**src/rtl/avalon_bus_arbiter.sv**
```systemverilog
// ---------------------------------------------------------------------------
// avalon_bus_arbiter
//
// Shares one Avalon-MM slave port between two masters: m0 (instruction
// fetch) and m1 (data load/store). A grant is registered and held for the
// whole transaction until the slave drops s_waitrequest. A watchdog aborts
// a granted transaction that the slave never completes.
//
// Handshake (Avalon-MM, used identically on both master sides and the slave
// side): a master asserts read or write with address/data/byteenable and
// holds them stable while its waitrequest is high. The transfer completes
// in the cycle where the strobe is high and waitrequest is low. Read data
// is valid only in that completing cycle.
//
// Parameters:
//   TIMEOUT_CYCLES  consecutive granted wait cycles before abort (1..65535)
//
// Configuration macro:
//   ARB_ROUND_ROBIN_EN  when defined, ties from IDLE go to the master not
//                       granted last (first tie after reset goes to m0).
//                       When undefined, m1 always wins ties.
//
// Ports:
//   clk, reset                     clock, async active-low reset
//   m0_*/m1_* address, read, write, writedata, byteenable   master requests
//   m0_waitrequest, m1_waitrequest high = master holds its request
//   m0_readdata, m1_readdata       read data in the completing cycle
//   s_address, s_read, s_write, s_writedata, s_byteenable  to slave
//   s_waitrequest, s_readdata      from slave
//   bus_error                      sticky watchdog-abort flag
//   dbg_state                      current FSM state (0 IDLE, 1 GRANT0, 2 GRANT1)
// ---------------------------------------------------------------------------
module avalon_bus_arbiter #(
  parameter int unsigned TIMEOUT_CYCLES = 255
) (
  input  logic        clk,
  input  logic        reset,
  // master 0: instruction fetch
  input  logic [31:0] m0_address,
  input  logic        m0_read,
  input  logic        m0_write,
  input  logic [31:0] m0_writedata,
  input  logic [3:0]  m0_byteenable,
  output logic        m0_waitrequest,
  output logic [31:0] m0_readdata,
  // master 1: data load/store
  input  logic [31:0] m1_address,
  input  logic        m1_read,
  input  logic        m1_write,
  input  logic [31:0] m1_writedata,
  input  logic [3:0]  m1_byteenable,
  output logic        m1_waitrequest,
  output logic [31:0] m1_readdata,
  // slave
  output logic [31:0] s_address,
  output logic        s_read,
  output logic        s_write,
  output logic [31:0] s_writedata,
  output logic [3:0]  s_byteenable,
  input  logic        s_waitrequest,
  input  logic [31:0] s_readdata,
  // status
  output logic        bus_error,
  output logic [1:0]  dbg_state
);

  typedef enum logic [1:0] {
    ST_IDLE   = 2'd0,
    ST_GRANT0 = 2'd1,
    ST_GRANT1 = 2'd2
  } state_t;

  localparam logic [15:0] TIMEOUT = 16'(TIMEOUT_CYCLES);

  state_t      state, state_nxt;
  logic [15:0] wd_cnt, wd_cnt_nxt;
  logic        err_q, err_nxt;

  logic        m0_req, m1_req;
  logic        granted;
  logic        gnt_req, gnt_read, gnt_write;
  logic [31:0] gnt_address, gnt_writedata;
  logic [3:0]  gnt_byteenable;
  logic        other_req;
  logic        abort;
  logic        complete;
  logic        tie_pick_m1;

  assign m0_req = m0_read | m0_write;
  assign m1_req = m1_read | m1_write;

  // -------------------------------------------------------------------------
  // Tie-break policy
  // -------------------------------------------------------------------------
`ifdef ARB_ROUND_ROBIN_EN
  // last_m1 = 1 means m1 held the most recent grant. It resets to m1 so the
  // first tie after reset goes to m0.
  logic last_m1, last_m1_nxt;

  always_comb begin
    last_m1_nxt = last_m1;
    if (state_nxt == ST_GRANT1) begin
      last_m1_nxt = 1'b1;
    end else if (state_nxt == ST_GRANT0) begin
      last_m1_nxt = 1'b0;
    end
  end

  always_ff @(posedge clk or negedge reset) begin
    if (!reset) begin
      last_m1 <= 1'b1;
    end else begin
      last_m1 <= last_m1_nxt;
    end
  end

  assign tie_pick_m1 = ~last_m1;
`else
  assign tie_pick_m1 = 1'b1;
`endif

  // -------------------------------------------------------------------------
  // Granted-master selection
  // -------------------------------------------------------------------------
  always_comb begin
    granted        = 1'b0;
    gnt_req        = 1'b0;
    gnt_read       = 1'b0;
    gnt_write      = 1'b0;
    gnt_address    = 32'h0;
    gnt_writedata  = 32'h0;
    gnt_byteenable = 4'h0;
    other_req      = 1'b0;
    case (state)
      ST_GRANT0: begin
        granted        = 1'b1;
        gnt_req        = m0_req;
        gnt_read       = m0_read;
        gnt_write      = m0_write;
        gnt_address    = m0_address;
        gnt_writedata  = m0_writedata;
        gnt_byteenable = m0_byteenable;
        other_req      = m1_req;
      end
      ST_GRANT1: begin
        granted        = 1'b1;
        gnt_req        = m1_req;
        gnt_read       = m1_read;
        gnt_write      = m1_write;
        gnt_address    = m1_address;
        gnt_writedata  = m1_writedata;
        gnt_byteenable = m1_byteenable;
        other_req      = m0_req;
      end
      default: begin
      end
    endcase
  end

  // Abort takes precedence over a late completion in the same cycle: once the
  // count has reached the limit the strobes are already forced low.
  assign abort    = granted & gnt_req & (wd_cnt == TIMEOUT);
  assign complete = granted & gnt_req & ~s_waitrequest & ~abort;

  // -------------------------------------------------------------------------
  // FSM next state
  // -------------------------------------------------------------------------
  always_comb begin
    state_nxt = state;
    case (state)
      ST_IDLE: begin
        if (m0_req && m1_req) begin
          state_nxt = tie_pick_m1 ? ST_GRANT1 : ST_GRANT0;
        end else if (m1_req) begin
          state_nxt = ST_GRANT1;
        end else if (m0_req) begin
          state_nxt = ST_GRANT0;
        end
      end
      ST_GRANT0, ST_GRANT1: begin
        if (!gnt_req || abort) begin
          // A dropped request is a master protocol violation; it is tolerated
          // silently. Abort always returns to IDLE.
          state_nxt = ST_IDLE;
        end else if (complete) begin
          // Back-to-back hand-over avoids an idle bubble.
          if (other_req) begin
            state_nxt = (state == ST_GRANT0) ? ST_GRANT1 : ST_GRANT0;
          end else begin
            state_nxt = ST_IDLE;
          end
        end
      end
      default: state_nxt = ST_IDLE;
    endcase
  end

  // -------------------------------------------------------------------------
  // Watchdog counter and sticky error
  // -------------------------------------------------------------------------
  always_comb begin
    wd_cnt_nxt = wd_cnt;
    if (!granted || (state_nxt != state) || complete || abort) begin
      wd_cnt_nxt = 16'h0;
    end else if (s_waitrequest) begin
      wd_cnt_nxt = wd_cnt + 16'd1;
    end
  end

  assign err_nxt = err_q | abort;

  always_ff @(posedge clk or negedge reset) begin
    if (!reset) begin
      state  <= ST_IDLE;
      wd_cnt <= 16'h0;
      err_q  <= 1'b0;
    end else begin
      state  <= state_nxt;
      wd_cnt <= wd_cnt_nxt;
      err_q  <= err_nxt;
    end
  end

  // -------------------------------------------------------------------------
  // Outputs
  // -------------------------------------------------------------------------
  always_comb begin
    s_address      = 32'h0;
    s_read         = 1'b0;
    s_write        = 1'b0;
    s_writedata    = 32'h0;
    s_byteenable   = 4'h0;
    m0_waitrequest = 1'b1;
    m1_waitrequest = 1'b1;
    m0_readdata    = 32'h0;
    m1_readdata    = 32'h0;
    if (granted) begin
      s_address    = gnt_address;
      s_writedata  = gnt_writedata;
      s_byteenable = gnt_byteenable;
      // Read+write together is illegal; the write is the one that goes out.
      s_write      = gnt_write & ~abort;
      s_read       = gnt_read & ~gnt_write & ~abort;
      if (state == ST_GRANT0) begin
        m0_waitrequest = ~(~s_waitrequest | abort);
        m0_readdata    = abort ? 32'h0 : s_readdata;
      end else begin
        m1_waitrequest = ~(~s_waitrequest | abort);
        m1_readdata    = abort ? 32'h0 : s_readdata;
      end
    end
  end

  // Include the abort cycle itself so the flag rises with the abort.
  assign bus_error = err_q | abort;
  assign dbg_state = state;

endmodule

```
**config.mk**
```make
export PLATFORM = sky130hd
export DESIGN_NAME = avalon_bus_arbiter
export DESIGN_NICKNAME = d
export VERILOG_FILES = /design/src/rtl/avalon_bus_arbiter.sv
export SDC_FILE = /design/constraint.sdc
export NUM_CORES = 1
export LEC_CHECK = 0
export CORE_AREA = 2 2 122 124
export CTS_CLUSTER_SIZE = 20
export DETAILED_ROUTE_END_ITERATION = 16
export DIE_AREA = 0 0 124 126
export PLACE_DENSITY = 0.66
export RECOVER_POWER = 50
export SETUP_SLACK_MARGIN = 0.02
export SLEW_MARGIN = 20
export SYNTH_ARGS = -nofsm -noshare
export SYNTH_HDL_FRONTEND = slang
export SYNTH_SLANG_ARGS = --single-unit
```
**constraint.sdc**
```tcl
create_clock -name clk -period 2.7 [get_ports clk]
set_clock_uncertainty 0.1 [all_clocks]
set_input_delay 0.54 -clock clk [delete_from_list [all_inputs] [get_ports clk]]
set_output_delay 0.54 -clock clk [all_outputs]
set_load 0.01 [all_outputs]
```
* After elaboration in Yosys (flattened, before gate mapping)
Index checks and enable logic that the tools add are counted.
** Storage, ports and cells
- Word-level logic and storage cells :: 65
- Register bits :: 19
- Output and inout bits :: 139
- Bits of input ports :: 175
** Cells by class
- Add/sub/neg operators :: 1
- Bitwise gates (word level) :: 15
- Muxes and demuxes :: 32
- Reduce and logical (&&, ||, !) cells :: 10
- Equal/unequal tests :: 4
** Operators with widths (count)
- 32-bit 2-to-1 mux :: 7
- 32-bit one-hot mux with 2 select lines :: 2
- 16-bit 2-to-1 mux :: 2
- 16-bit by 1-bit adder with 16-bit output (second input constant) :: 1
- 16-bit by 8-bit == test with 1-bit output (second input constant) :: 1
- 2-bit 2-to-1 mux :: 7
- 1-bit one-hot mux with 2 select lines :: 4
- 4-bit one-hot mux with 2 select lines :: 1
- 1-bit AND :: 7
- 1-bit 2-to-1 mux :: 7
- 1-bit logical OR :: 4
- 4-bit 2-to-1 mux :: 1
- 1-bit inverter :: 4
- 1-bit OR :: 4
- 2-bit one-hot mux with 2 select lines :: 1
- 2-bit by 1-bit == test with 1-bit output (second input constant) :: 1
- 2-bit == test (second input constant) :: 1
- 1-bit zero test :: 2
- 2-bit zero test :: 1
- 2-bit inequality test :: 1
- 2-bit nonzero test :: 1
- 2-bit OR reduction :: 1
- 1-bit logical AND :: 1

* Logic depth before layout (Yosys ltp)
Gate-level depths: netlist of run 1.
- Word-level depth :: 15
- Gate-level depth with buffers :: 9
- Depth with buffers taken out :: 7

* Least setup slack after synthesis of run 1
No wires, ideal clock.
- Kind :: flip-flop to output port
- Start :: register state[0] (netlist: dbg_state[0])
- End :: output port m0_readdata[10]
- Stages on the path, launching flop included :: 10
- Required time :: 2.060 ns
- Arrival :: 2.206 ns
- Setup slack :: -0.146 ns
- Buffers on the path :: 2
- Cells stage by stage :: dfrtp_1 -> inv_1 -> ha_1 -> and2_1 -> buf_4 -> a2bb2oi_4 -> and2b_4 -> nor2_2 -> clkbuf_2 -> and2_1
** On the way
- Cells in the longest elaborated chain, start to end :: 8
- Elaborated cells between the ends (all ways) :: 10
- Classes of those cells :: eq/ne: 2; mux: 5; bitwise: 2; reduce/logical: 1
** RTL lines
- start, declared :: line 75 : state_t state, state_nxt;
- start signal, assigned :: line 218 : state <= state_nxt;
- 2-bit by 1-bit == test with 1-bit output or 2-bit == test (tied branches) :: line 134, 244
- 2-bit OR reduction (no line)
- 1-bit 2-to-1 mux :: line 134 : case (state)
- 1-bit AND (2 in a row) :: line 162 : assign abort = granted & gnt_req & (wd_cnt == TIMEOUT);
- 32-bit 2-to-1 mux :: line 246 : m0_readdata = abort ? 32'h0 : s_readdata;
- 32-bit 2-to-1 mux :: line 244 : if (state == ST_GRANT0) begin
- 32-bit 2-to-1 mux * :: line 237 : if (granted) begin
- end, declared :: line 45 : output logic [31:0] m0_readdata,
Mark *: on every way between the ends. The rest lies on a longest branch, timed or not.

* Final worst setup path of run 1
- Start :: register wd_cnt[10]
- End :: output port m1_readdata[9]
** On the way
- Cells in the longest elaborated chain, start to end :: 5
** RTL lines
- start, declared :: line 76 : logic [15:0] wd_cnt, wd_cnt_nxt;
- start signal, assigned :: line 219 : wd_cnt <= wd_cnt_nxt;
- 16-bit by 8-bit == test with 1-bit output :: line 162
- 1-bit AND :: line 162
- 32-bit 2-to-1 mux :: line 249 : m1_readdata = abort ? 32'h0 : s_readdata;
- 32-bit 2-to-1 mux :: line 244
- 32-bit 2-to-1 mux :: line 237
- end, declared :: line 53 : output logic [31:0] m1_readdata,
Every way passes these cells.

==> results.txt, run 1 <==
Status: finished with violations
Violated checks: setup timing
Final setup violation count: 66
Die area: 15620 um2
Chip Width: 124 um
Hold Path Class: reg -> reg
DR pass1 iterations: 4
IO Port Bufs: 313
YS warnings: 0
Reg2reg path depth: 9
WS Path Type: reg -> out
CTS tree: done
Flop2flop setup slack: 0.09 ns
Area Growth Syn to Fin: 162.1%
Rows: 44
Clock transition time at the flip-flop clock pins of the worst setup and hold paths: 0.05 ns
Vias in the first global route: 3926
Lkg Pwr: 2.891 nW
Mapped Cells: 302
Clock sinks: 19
Hold Violations, Final: 0
CTS Buffer Depth: 2
Sequential area share after synthesis: 19.05%
Finished Layout Cells: 848
FMAX: 349.9 MHz
Initial antenna violation count: 4
Final WS setup: -0.1579 ns
Most common flop cell mapped by yosys: dfrtp_1
Post-route clock period utilization: 105.8%
Max Slew Vio Count: 0
Pwr Density: 692.5 nW/um2
Largest net degree at the start of global routing: 35
Worst Hold End: err_q
Worst Hold Depth: 1
CTS buffer count: 3
Post-synth EDFFs: 0
Reg2reg end: wd_cnt[4]
WP data arrival: 2.22 ns
Routed WL: 15800 um
Req. time, crit path: 2.06 ns
Root cell of the clock tree: clkbuf_16
Cell variety after synth: 48
HPWL Detailed: 11920 um
Initial core utilization: 17.44%
R2R Path Start: dbg_state[0]
Crit. End Element: output pin
Total global-route track usage: 18.46%
Hold Buf Count CTS: 0
RSZ-0062 raised after global routing: true
Overflow after GRT: 0
Drt drc: 0
Max_cap viols: 0
Vias post-DR: 3993
First-pass GRT wire length: 22140 um
Fin area: 6541 um2
Worst-path fanout max: 7
Post-route ant nets: 0
Internal power: 2.653 mW
I/O Pins: 314
Switching share of power: 41.42%
Final #Nets: 843
NetSw: 1.876 mW
Worst Tran Pin Value: 0.8931 ns
H-tree depth: 1
Syn Area/Cell: 8.265 um2
Slew margin rel.: 40.46%
Area of the mapped netlist: 2496 um2
Synth async-reset ratio: 100.0%
GP Congestion: 0.8796
Clock power share: 6.7%
Syn_nets: 483
WL/cell: 18.63 um
First DRT Iteration DRCs: 136
Final Critical Period: 2.858 ns
Flops & latches, synth: 19
Hold Path Origin: err_q
Crit start category: flop
Clk Latency, worst-skew pair: 0.25 ns
Vias per inst: 4.709
Worst VDD drop: 0.3378 mV
Placed insts: 820
Core box area: 14310 um2
Total placed instance area: 6173 um2
Share of layout cells above drive strength 1: 44.33%
Die height: 126 um
Comb power frac: 86.2%
Reg power frac: 7.1%
[per-stage QoR]
| step | setup WS [ns] | utilization (%) | total power [mW] | hold slack (ns) | TNS (ns) |
|---|---|---|---|---|---|
| 6_report | -0.1579 | 45.70 | 4.530 | 0.3878 | -2.113 |
| 5_1_grt | -0.2179 | 45.68 | 4.791 | 0.4027 | -8.215 |
| 3_3_place_gp | -0.5967 | 43.13 | 3.686 | 0.4217 | -41.38 |
| 3_5_place_dp | -0.6517 | 43.13 | 3.710 | 0.4054 | -44.30 |
| 2_1_floorplan | 0.03871 | - | 1.835 | 0.1444 | 0 |
| 4_1_cts | -0.1909 | 45.94 | 4.525 | 0.4159 | -8.349 |
[cell families (layout without fill, tap and decap cells)]
family	Yosys count	count (layout)	synth area share [%]
and+or+nand+nor	136	136	34.24
DFF	19	19	19.05
muxes	1	1	0.4010
xor gates and xnor gates	15	15	5.263
AOI/OAI and AO/OA	95	95	32.18
buffers and inverters	30	389	5.865
other	0	3	0
adders and majority gates	6	6	3.007
[synth_stat cells, types with 2 or more instances]
master	n	share of area (%)
nor3_1	9	1.8
nor3b_1	3	0.90
inv_1	4	0.60
a21oi_1	5	1.0
buf_6	2	0.90
o21ai_1	2	0.40
xnor2_1	6	2.1
clkbuf_2	6	1.2
and3_1	3	0.75
o21bai_1	2	0.60
nor4_1	2	0.50
buf_4	3	0.90
ha_1	6	3.0
o211ai_1	2	0.60
nand2_1	15	2.3
o21ai_0	6	1.2
nor3_2	10	4.0
a22o_1	70	25
nor2_1	6	0.90
buf_1	5	0.75
clkbuf_1	10	1.5
nand3_1	4	0.80
and2_1	66	17
xor2_1	9	3.2
or2_2	2	0.50
nand4_1	4	1.0
dfrtp_1	19	19
[sequential cells by signal (all words and copies together) (netlist names)]
name	count
wd_cnt	16
dbg_state	2
err_q	1
[timing repair]
action,in CTS,in global routing
endpoints found under the setup margin,137,136
resized for setup,502,170
gates cloned,7,3
pin swaps,44,19
setup buffers,10,6
[power groups by stage]
stage | Clock [mW] | Combinational (mW) | Sequential [mW]
after floorplan | 0 | 1.49 | 0.343
after global routing | 0.321 | 4.15 | 0.325
after CTS | 0.310 | 3.89 | 0.320
after global placement | 0 | 3.36 | 0.323
after detailed placement | 0 | 3.39 | 0.324
final | 0.302 | 3.91 | 0.322
[final cells by class]
| class | count | area [um2] |
|---|---|---|
| Antenna cell | 3 | 7.507 |
| Timing Repair Buffer | 381 | 3598 |
| Inverter | 4 | 17.52 |
| Clock buffer | 3 | 75.07 |
| Sequential cell | 19 | 478.0 |
| Multi-Input combinational cell | 253 | 2130 |
| Clock inverter | 1 | 5.005 |
| Tap cell | 184 | 230.2 |
| Fill cell | 1360 | 7772 |
[worst max-delay path by stage]
stage,from,endpoint,slack [ns]
2_1_floorplan,dbg_state[1],m0_readdata[10],0.04
3_3_place_gp,m0_write,s_read,-0.60
3_5_place_dp,m0_write,s_read,-0.65
4_1_cts,dbg_state[0],s_writedata[27],-0.19
5_1_grt,dbg_state[1],m1_readdata[9],-0.22
6_report,wd_cnt[10],m1_readdata[9],-0.16
[per-layer routing]
metal	part of all wire, %	GRT usage, %	vias to the layer above
li1	-	-	1843
met1	37	21.87	1881
met2	52	33.03	244
met3	9.4	4.212	23
met4	1.8	5.023	2
met5	0.044	0	-
[worst max-delay path: stages (launching register included)]
cell and delay, ns:
dfrtp_1 0.37, nor4_1 0.34, and4_1 0.33, and2b_4 0.22, nor2_4 0.06, buf_6 0.13
buf_16 0.13, buf_12 0.12, and2_4 0.15, buf_6 0.11
[placed cells by master (no fill, tap or decap), types with 6 or more instances in the layout]
cell type / n
a22o_1: 70
and2_4: 63
buf_12: 8
buf_2: 6
buf_4: 47
buf_6: 72
clkbuf_1: 15
clkbuf_2: 49
clkdlybuf4s50_1: 169
dfrtp_1: 17
nand2_1: 14
nor3_1: 8
nor3_2: 10
xnor2_1: 6
xor2_1: 9
No activity file was read; power rests on OpenSTA's default activity.
==> run 2: changes to the inputs <==
Settings changed: SLEW_MARGIN 20 to 10.
==> results of run 2 <==
Same layout as run 1: the final DEF is identical, and so are final timing and power.
==> run 3: changes to the inputs <==
Settings changed: CAP_MARGIN set to 5.
==> results of run 3 <==
Same layout as run 1: the final DEF is identical, and so are final timing and power.
